### config.mk
export PLATFORM = sky130hd
export DESIGN_NAME = mu0_control_flat
export DESIGN_NICKNAME = d
export VERILOG_FILES = /design/src/rtl/mu0_control_if.sv /design/src/rtl/mu0_control.sv /design/src/flat_wrapper.sv
export SDC_FILE = /design/constraint.sdc
export NUM_CORES = 1
export LEC_CHECK = 0
export ABC_AREA = 1
export BUFFER_PORTS_ARGS = -buffer_cell sky130_fd_sc_hd__buf_4
export CAP_MARGIN = 15
export CORE_AREA = 2 2 39 41
export CTS_CLUSTER_DIAMETER = 40
export DETAILED_ROUTE_END_ITERATION = 16
export DIE_AREA = 0 0 41 43
export SYNTH_ARGS = -nofsm -noshare
export SYNTH_HDL_FRONTEND = slang
export SYNTH_SLANG_ARGS = --single-unit
### constraint.sdc
create_clock -name Clk -period 1.15 [get_ports Clk]
set_input_delay 0 -clock Clk [delete_from_list [all_inputs] [get_ports Clk]]
set_output_delay 0 -clock Clk [all_outputs]
set_load 0.01 [all_outputs]
### src/rtl/mu0_control_if.sv
// MU0 control bus: opcode/flags/memory-ready into the sequencer, and the
// datapath enables, mux selects, ALU function, memory strobes and status out.
// master = control unit (mu0_control), slave = datapath/memory side.
interface mu0_control_if;
  logic [3:0] F;         // opcode, IR[15:12]
  logic       N;         // ACC negative
  logic       Z;         // ACC == 0
  logic       Mem_Rdy;   // memory completes the current Rd/Wr this cycle
  logic       IR_En;
  logic       PC_En;
  logic       Acc_En;
  logic       X_sel;     // 0=ACC, 1=PC
  logic       Y_sel;     // 0=memory data, 1=IR[11:0]
  logic       Addr_sel;  // 0=PC, 1=IR[11:0]
  logic [1:0] ALU_Fn;    // 00=Y, 01=X+Y, 10=X+1, 11=X-Y
  logic       Rd;
  logic       Wr;
  logic       Halted;
  logic       Fault;
  logic [1:0] State;

  modport master (
    input  F, N, Z, Mem_Rdy,
    output IR_En, PC_En, Acc_En, X_sel, Y_sel, Addr_sel, ALU_Fn,
           Rd, Wr, Halted, Fault, State
  );

  modport slave (
    output F, N, Z, Mem_Rdy,
    input  IR_En, PC_En, Acc_En, X_sel, Y_sel, Addr_sel, ALU_Fn,
           Rd, Wr, Halted, Fault, State
  );
endinterface

### src/rtl/mu0_control.sv
// MU0 fetch/execute sequencer with memory-ready handshake and bus-timeout watchdog.
// Ports: Clk, Reset (sync, active-high), bus (mu0_control_if.master).
// Outputs are combinational from state/F/N/Z/Mem_Rdy; stalls while Mem_Rdy=0, faults after MAX_WAIT.
module mu0_control #(
  parameter int WAIT_W   = 4,
  parameter int MAX_WAIT = 15
) (
  input  logic          Clk,
  input  logic          Reset,
  mu0_control_if.master bus
);

  typedef enum logic [1:0] {
    FETCH = 2'b00,
    EXEC  = 2'b01,
    HALT  = 2'b10,
    FAULT = 2'b11
  } state_t;

  localparam logic [WAIT_W-1:0] MAX_WAIT_W = WAIT_W'(MAX_WAIT);

  state_t            state_q, state_d;
  logic [WAIT_W-1:0] wait_q, wait_d;

  logic       ir_en, pc_en, acc_en;
  logic       x_sel, y_sel, addr_sel;
  logic [1:0] alu_fn;
  logic       rd, wr;

  always_comb begin
    ir_en    = 1'b0;
    pc_en    = 1'b0;
    acc_en   = 1'b0;
    x_sel    = 1'b0;
    y_sel    = 1'b0;
    addr_sel = 1'b0;
    alu_fn   = 2'b00;
    rd       = 1'b0;
    wr       = 1'b0;
    state_d  = state_q;
    wait_d   = '0;

    case (state_q)
      FETCH: begin
        // Read instruction at PC while the ALU forms PC+1.
        rd     = 1'b1;
        x_sel  = 1'b1;
        alu_fn = 2'b10;
        ir_en  = bus.Mem_Rdy;
        pc_en  = bus.Mem_Rdy;
        if (bus.Mem_Rdy) state_d = EXEC;
      end
      EXEC: begin
        case (bus.F)
          4'd0: begin  // LDA
            addr_sel = 1'b1;
            rd       = 1'b1;
            alu_fn   = 2'b00;
            acc_en   = bus.Mem_Rdy;
            if (bus.Mem_Rdy) state_d = FETCH;
          end
          4'd1: begin  // STA
            addr_sel = 1'b1;
            wr       = 1'b1;
            if (bus.Mem_Rdy) state_d = FETCH;
          end
          4'd2, 4'd3: begin  // ADD / SUB
            addr_sel = 1'b1;
            rd       = 1'b1;
            alu_fn   = (bus.F == 4'd2) ? 2'b01 : 2'b11;
            acc_en   = bus.Mem_Rdy;
            if (bus.Mem_Rdy) state_d = FETCH;
          end
          4'd4, 4'd5, 4'd6: begin  // JMP / JGE / JNE: PC <= IR[11:0]
            y_sel   = 1'b1;
            alu_fn  = 2'b00;
            pc_en   = (bus.F == 4'd4) | ((bus.F == 4'd5) & ~bus.N) |
                      ((bus.F == 4'd6) & ~bus.Z);
            state_d = FETCH;
          end
          4'd7:    state_d = HALT;
          default: state_d = FAULT;
        endcase
      end
      HALT:    state_d = HALT;
      FAULT:   state_d = FAULT;
      default: state_d = FAULT;
    endcase

    // Watchdog: a strobed access that is not ready holds the state; the
    // counter only survives while the state is unchanged, so any transition
    // leaves wait_d at its cleared default.
    if ((rd | wr) && !bus.Mem_Rdy) begin
      if (wait_q == MAX_WAIT_W) begin
        state_d = FAULT;
      end else begin
        wait_d = wait_q + 1'b1;
      end
    end
  end

  always_ff @(posedge Clk) begin
    if (Reset) begin
      state_q <= FETCH;
      wait_q  <= '0;
    end else begin
      state_q <= state_d;
      wait_q  <= wait_d;
    end
  end

  // Reset abandons any access in flight: no enables or strobes that cycle.
  assign bus.IR_En    = ir_en  & ~Reset;
  assign bus.PC_En    = pc_en  & ~Reset;
  assign bus.Acc_En   = acc_en & ~Reset;
  assign bus.Rd       = rd     & ~Reset;
  assign bus.Wr       = wr     & ~Reset;
  assign bus.X_sel    = x_sel;
  assign bus.Y_sel    = y_sel;
  assign bus.Addr_sel = addr_sel;
  assign bus.ALU_Fn   = alu_fn;
  assign bus.Halted   = (state_q == HALT);
  assign bus.Fault    = (state_q == FAULT);
  assign bus.State    = state_q;

endmodule
### src/flat_wrapper.sv
// flat-port wrapper written by rule: the top's interface ports become plain ports
module mu0_control_flat 
#(
  parameter int WAIT_W   = 4,
  parameter int MAX_WAIT = 15
)
  (Clk, Reset, bus_F, bus_N, bus_Z, bus_Mem_Rdy, bus_IR_En, bus_PC_En, bus_Acc_En, bus_X_sel, bus_Y_sel, bus_Addr_sel, bus_ALU_Fn, bus_Rd, bus_Wr, bus_Halted, bus_Fault, bus_State);
  mu0_control_if bus_i ();
  input  logic Clk;
  input  logic Reset;
  input wire logic [$bits(bus_i.F)-1:0] bus_F;
  input wire logic [$bits(bus_i.N)-1:0] bus_N;
  input wire logic [$bits(bus_i.Z)-1:0] bus_Z;
  input wire logic [$bits(bus_i.Mem_Rdy)-1:0] bus_Mem_Rdy;
  output wire logic [$bits(bus_i.IR_En)-1:0] bus_IR_En;
  output wire logic [$bits(bus_i.PC_En)-1:0] bus_PC_En;
  output wire logic [$bits(bus_i.Acc_En)-1:0] bus_Acc_En;
  output wire logic [$bits(bus_i.X_sel)-1:0] bus_X_sel;
  output wire logic [$bits(bus_i.Y_sel)-1:0] bus_Y_sel;
  output wire logic [$bits(bus_i.Addr_sel)-1:0] bus_Addr_sel;
  output wire logic [$bits(bus_i.ALU_Fn)-1:0] bus_ALU_Fn;
  output wire logic [$bits(bus_i.Rd)-1:0] bus_Rd;
  output wire logic [$bits(bus_i.Wr)-1:0] bus_Wr;
  output wire logic [$bits(bus_i.Halted)-1:0] bus_Halted;
  output wire logic [$bits(bus_i.Fault)-1:0] bus_Fault;
  output wire logic [$bits(bus_i.State)-1:0] bus_State;
  assign bus_i.F = bus_F;
  assign bus_i.N = bus_N;
  assign bus_i.Z = bus_Z;
  assign bus_i.Mem_Rdy = bus_Mem_Rdy;
  assign bus_IR_En = bus_i.IR_En;
  assign bus_PC_En = bus_i.PC_En;
  assign bus_Acc_En = bus_i.Acc_En;
  assign bus_X_sel = bus_i.X_sel;
  assign bus_Y_sel = bus_i.Y_sel;
  assign bus_Addr_sel = bus_i.Addr_sel;
  assign bus_ALU_Fn = bus_i.ALU_Fn;
  assign bus_Rd = bus_i.Rd;
  assign bus_Wr = bus_i.Wr;
  assign bus_Halted = bus_i.Halted;
  assign bus_Fault = bus_i.Fault;
  assign bus_State = bus_i.State;
  mu0_control #(.WAIT_W(WAIT_W), .MAX_WAIT(MAX_WAIT)) u_core (.Clk(Clk), .Reset(Reset), .bus(bus_i));
endmodule
==> summary.txt <==
Run status
  – Outcome: finished, violations left
  – Failing checks: setup timing

Worst setup path
  – Crit start category: flop
  – Critical Path RT: 1.15 ns
  – Reg2reg setup slack: 0.03 ns
  – Critical path capture point type: primary output
  – Cell Chain, Critical Path: nor2_4 -> buf_4 -> buf_6 -> nand2_2 -> o21ai_1 -> buf_4
  – Slowest-stage cell, CP: dfxtp_2
  – R2R Path End: u_core.bus.State[1]
  – Max stage delay on crit path: 0.34 ns
  – Critical path class: flop to primary output
  – Reg2reg start: u_core.bus.State[1]
  – Reg2Reg Depth: 7
  – Max FO, Critical Path: 4
  – Worst Path Arrival: 1.24 ns
  – Most used cell along the critical path: buf_4

Die
  – Die Ht: approximately 43 um
  – DIE AREA: 1763 sq um
  – Total core area: around 1400 sq um
  – Starting Density: 0.3056
  – Floorplan row count: 14
  – I/O pin count: 23
  – Die Wd: 41 um

Timing
  – Finish-stage setup viols: 6
  – Period Utilization, post-route: 1.079
  – Max frequency: 806.0 MHz
  – Fin Clk Skew: 0.0008464 ns
  – Setup WS post-layout: -0.09072 ns
  – RSZ-0062 raised after global routing: yes
  – Fin. Hold Viols: 0
  – Slew Viols, Final: 0
  – Least-Margin Pin Slew: 0.2413 ns
  – Slew headroom: 0.8389
  – Tmin final: 1.241 ns

Final layout
  – Leading cell type in the layout, fill and taps excluded: buf_4
  – Synth-to-layout area growth: 76.92%
  – Non-filler instance count after layout: around 110
  – Fill count: between 100 and 150
  – Antenna cells: 0
  – Util after Layout: 0.5407
  – Share of post-route cells with drive strength above 1: 0.5789
  – Leading cell types in the layout, fill and taps excluded: 29 x buf_4, 9 x inv_1, 7 x nor2_1
  – Nets: 107

Worst hold path
  – Hold Crit Depth: 4
  – Worst Hold Class: input port to flop
  – Endpoint of the worst hold path: u_core.bus.State[0]
  – Hold Startpoint: bus_Mem_Rdy

Place
  – GPL Wtd Cong: roughly 0.64
  – Port Buf Inserts: 22
  – Placed instance count: 98
  – Final HPWL DP: ~810 um

GRT
  – Overall global routing resource usage: 0.1400
  – Initial antenna violation count: 0
  – Grt ovf: 0
  – Vias in the first global route: 438
  – First-pass GRT wire length: 1.662 mm
  – Largest net degree at the start of global routing: 9

Run
  – Max Cap Violations: 0

Routing
  – DRC viols: 0
  – Final wirelength: 1.115 mm
  – DR WL/cell: 10.05 um
  – Via density: roughly 4.5
  – Via count: about 500
  – Drt first pass iters: 3
  – Initial drt markers: 5
  – DRT antenna net count: 0

Clocking
  – CTS root buf: clkbuf_4
  – CTS tree: done
  – Clock Sinks: 6
  – Clock slew at reported path FFs: 0.04 ns
  – Clk_lat worst skew: 0.24 ns
  – CTS H-tree depth: 1
  – CTS Buf Count: 3
  – CTS max path bufs: 2

Synthesis
  – Synth Cell Area: between 400 and 500 sq um
  – Synth top area cells: dfxtp_1 28%, inv_1 8.9%, nor2_1 8.0%
  – Cell count after synthesis: 61
  – Number of synthesized flops with an enable pin: 0
  – Top FF cell, synth: dfxtp_1
  – Syn nets: 71
  – Asr flop ratio synth: 0
  – Sequential area share after synthesis: 0.2840
  – Post-Syn Area per Cell: between 6 and 7 sq um
  – Register bit total from synthesis: 6
  – Netlist cell types: 22
  – Synth Warn #: 0
  – Yosys top cell area share: 0.2840
  – Leading area contributor after synthesis: dfxtp_1

Pwr
  – Clock power frac: 0.283
  – Internal Pwr Total: 0.0004528 W
  – Total power: 0.0006435 W
  – Sw Ratio: 0.2964
  – Sequential share of power: 0.355
  – Peak VDD IR: 0.5464 mV
  – Power per cell area: roughly 860 nW/um^2
  – Net switching power: 0.0001907 W
  – Leak: 0.3768 nW
  – Combinational power share: 0.362
cell type report:
cell class	instances	area (sq um)	area share
multi-input combinational	42	282.8	0.3779
sequential	6	125.1	0.1672
tap	16	20.02	0.02676
timing repair buffer	32	250.2	0.3344
inverter	12	47.55	0.06355
clock buffer	3	22.52	0.03010
cell families (layout without fill, tap and decap cells):
family | count (synthesis) | count (layout) | synth area share
compound gates | 8 | 8 | 0.1035
flops | 6 | 6 | 0.2840
xor+xnor | 2 | 2 | 0.04143
simple gates | 31 | 31 | 0.4260
buf+inv | 13 | 47 | 0.1154
fa+ha+maj | 1 | 1 | 0.02958
layer usage:
metal,share of wire,track usage,vias up
met5,0,0,-
met4,0,0.04000,0
met3,0.065,0.04712,0
met2,0.58,0.2594,14
met1,0.35,0.1331,224
li1,-,-,258
Yosys cell counts, types with 2 or more instances:
master and n:
nor2_4 2, inv_1 10, nand2_2 5, inv_2 2, nor2_1 9, nand2_1 6, nand3_1 3, a21oi_1 5
dfxtp_1 6
flip-flops by register name, summed over array words and instances, names as in the netlist:
signal and cells:
u_core.bus.State 2, u_core.wait_q 4
what timing repair did:
action,in CTS,in global routing
endpoints found under the setup margin,6,9
hold buffers,1,0
buffers inserted,8,1
resized for setup,10,4
hold endpoints to repair,1,0
pin swaps,4,2
power groups by stage:
| stage | registers, W | clock network, W | logic [W] |
|---|---|---|---|
| after floorplan | 0.000233 | 0 | 0.0000962 |
| after global placement | 0.000231 | 0 | 0.000179 |
| after detailed placement | 0.000232 | 0 | 0.000179 |
| after CTS | 0.000228 | 0.000195 | 0.000219 |
| after global routing | 0.000229 | 0.000202 | 0.000256 |
| final | 0.000228 | 0.000182 | 0.000233 |
critical path: cells and delay by family (launching register included):
family                 cells  cell delay, ns
AOI/OAI and AO/OA          1            0.12
buffers and inverters      3            0.34
DFF                        1            0.34
and+or+nand+nor            2            0.20
through the flow:
step                      setup TNS [ns]  hold slack, ns  instance area, sq um  worst slack [ns]
after floorplan                        0          0.1082                 422.9            0.1451
after global placement                 0          0.2474                 604.3           0.08977
after detailed placement               0          0.2480                 604.3           0.07794
after CTS                        -0.1551          0.1242                 720.7          -0.07582
after global routing             -0.9960          0.1765                 748.2           -0.1960
final                            -0.1690          0.1552                 748.2          -0.09072
worst max path at each step:
stage / start / end / cells after the start
finish: u_core.bus.State[1] / bus_ALU_Fn[1] / 6
floorplan: u_core.bus.State[1] / bus_PC_En / 5
global placement: u_core.bus.State[1] / bus_PC_En / 6
CTS: u_core.bus.State[1] / bus_PC_En / 6
detailed placement: u_core.bus.State[1] / bus_PC_En / 6
global route: u_core.bus.State[1] / bus_PC_En / 6
Note: power is estimated with default switching activity, not from simulation.
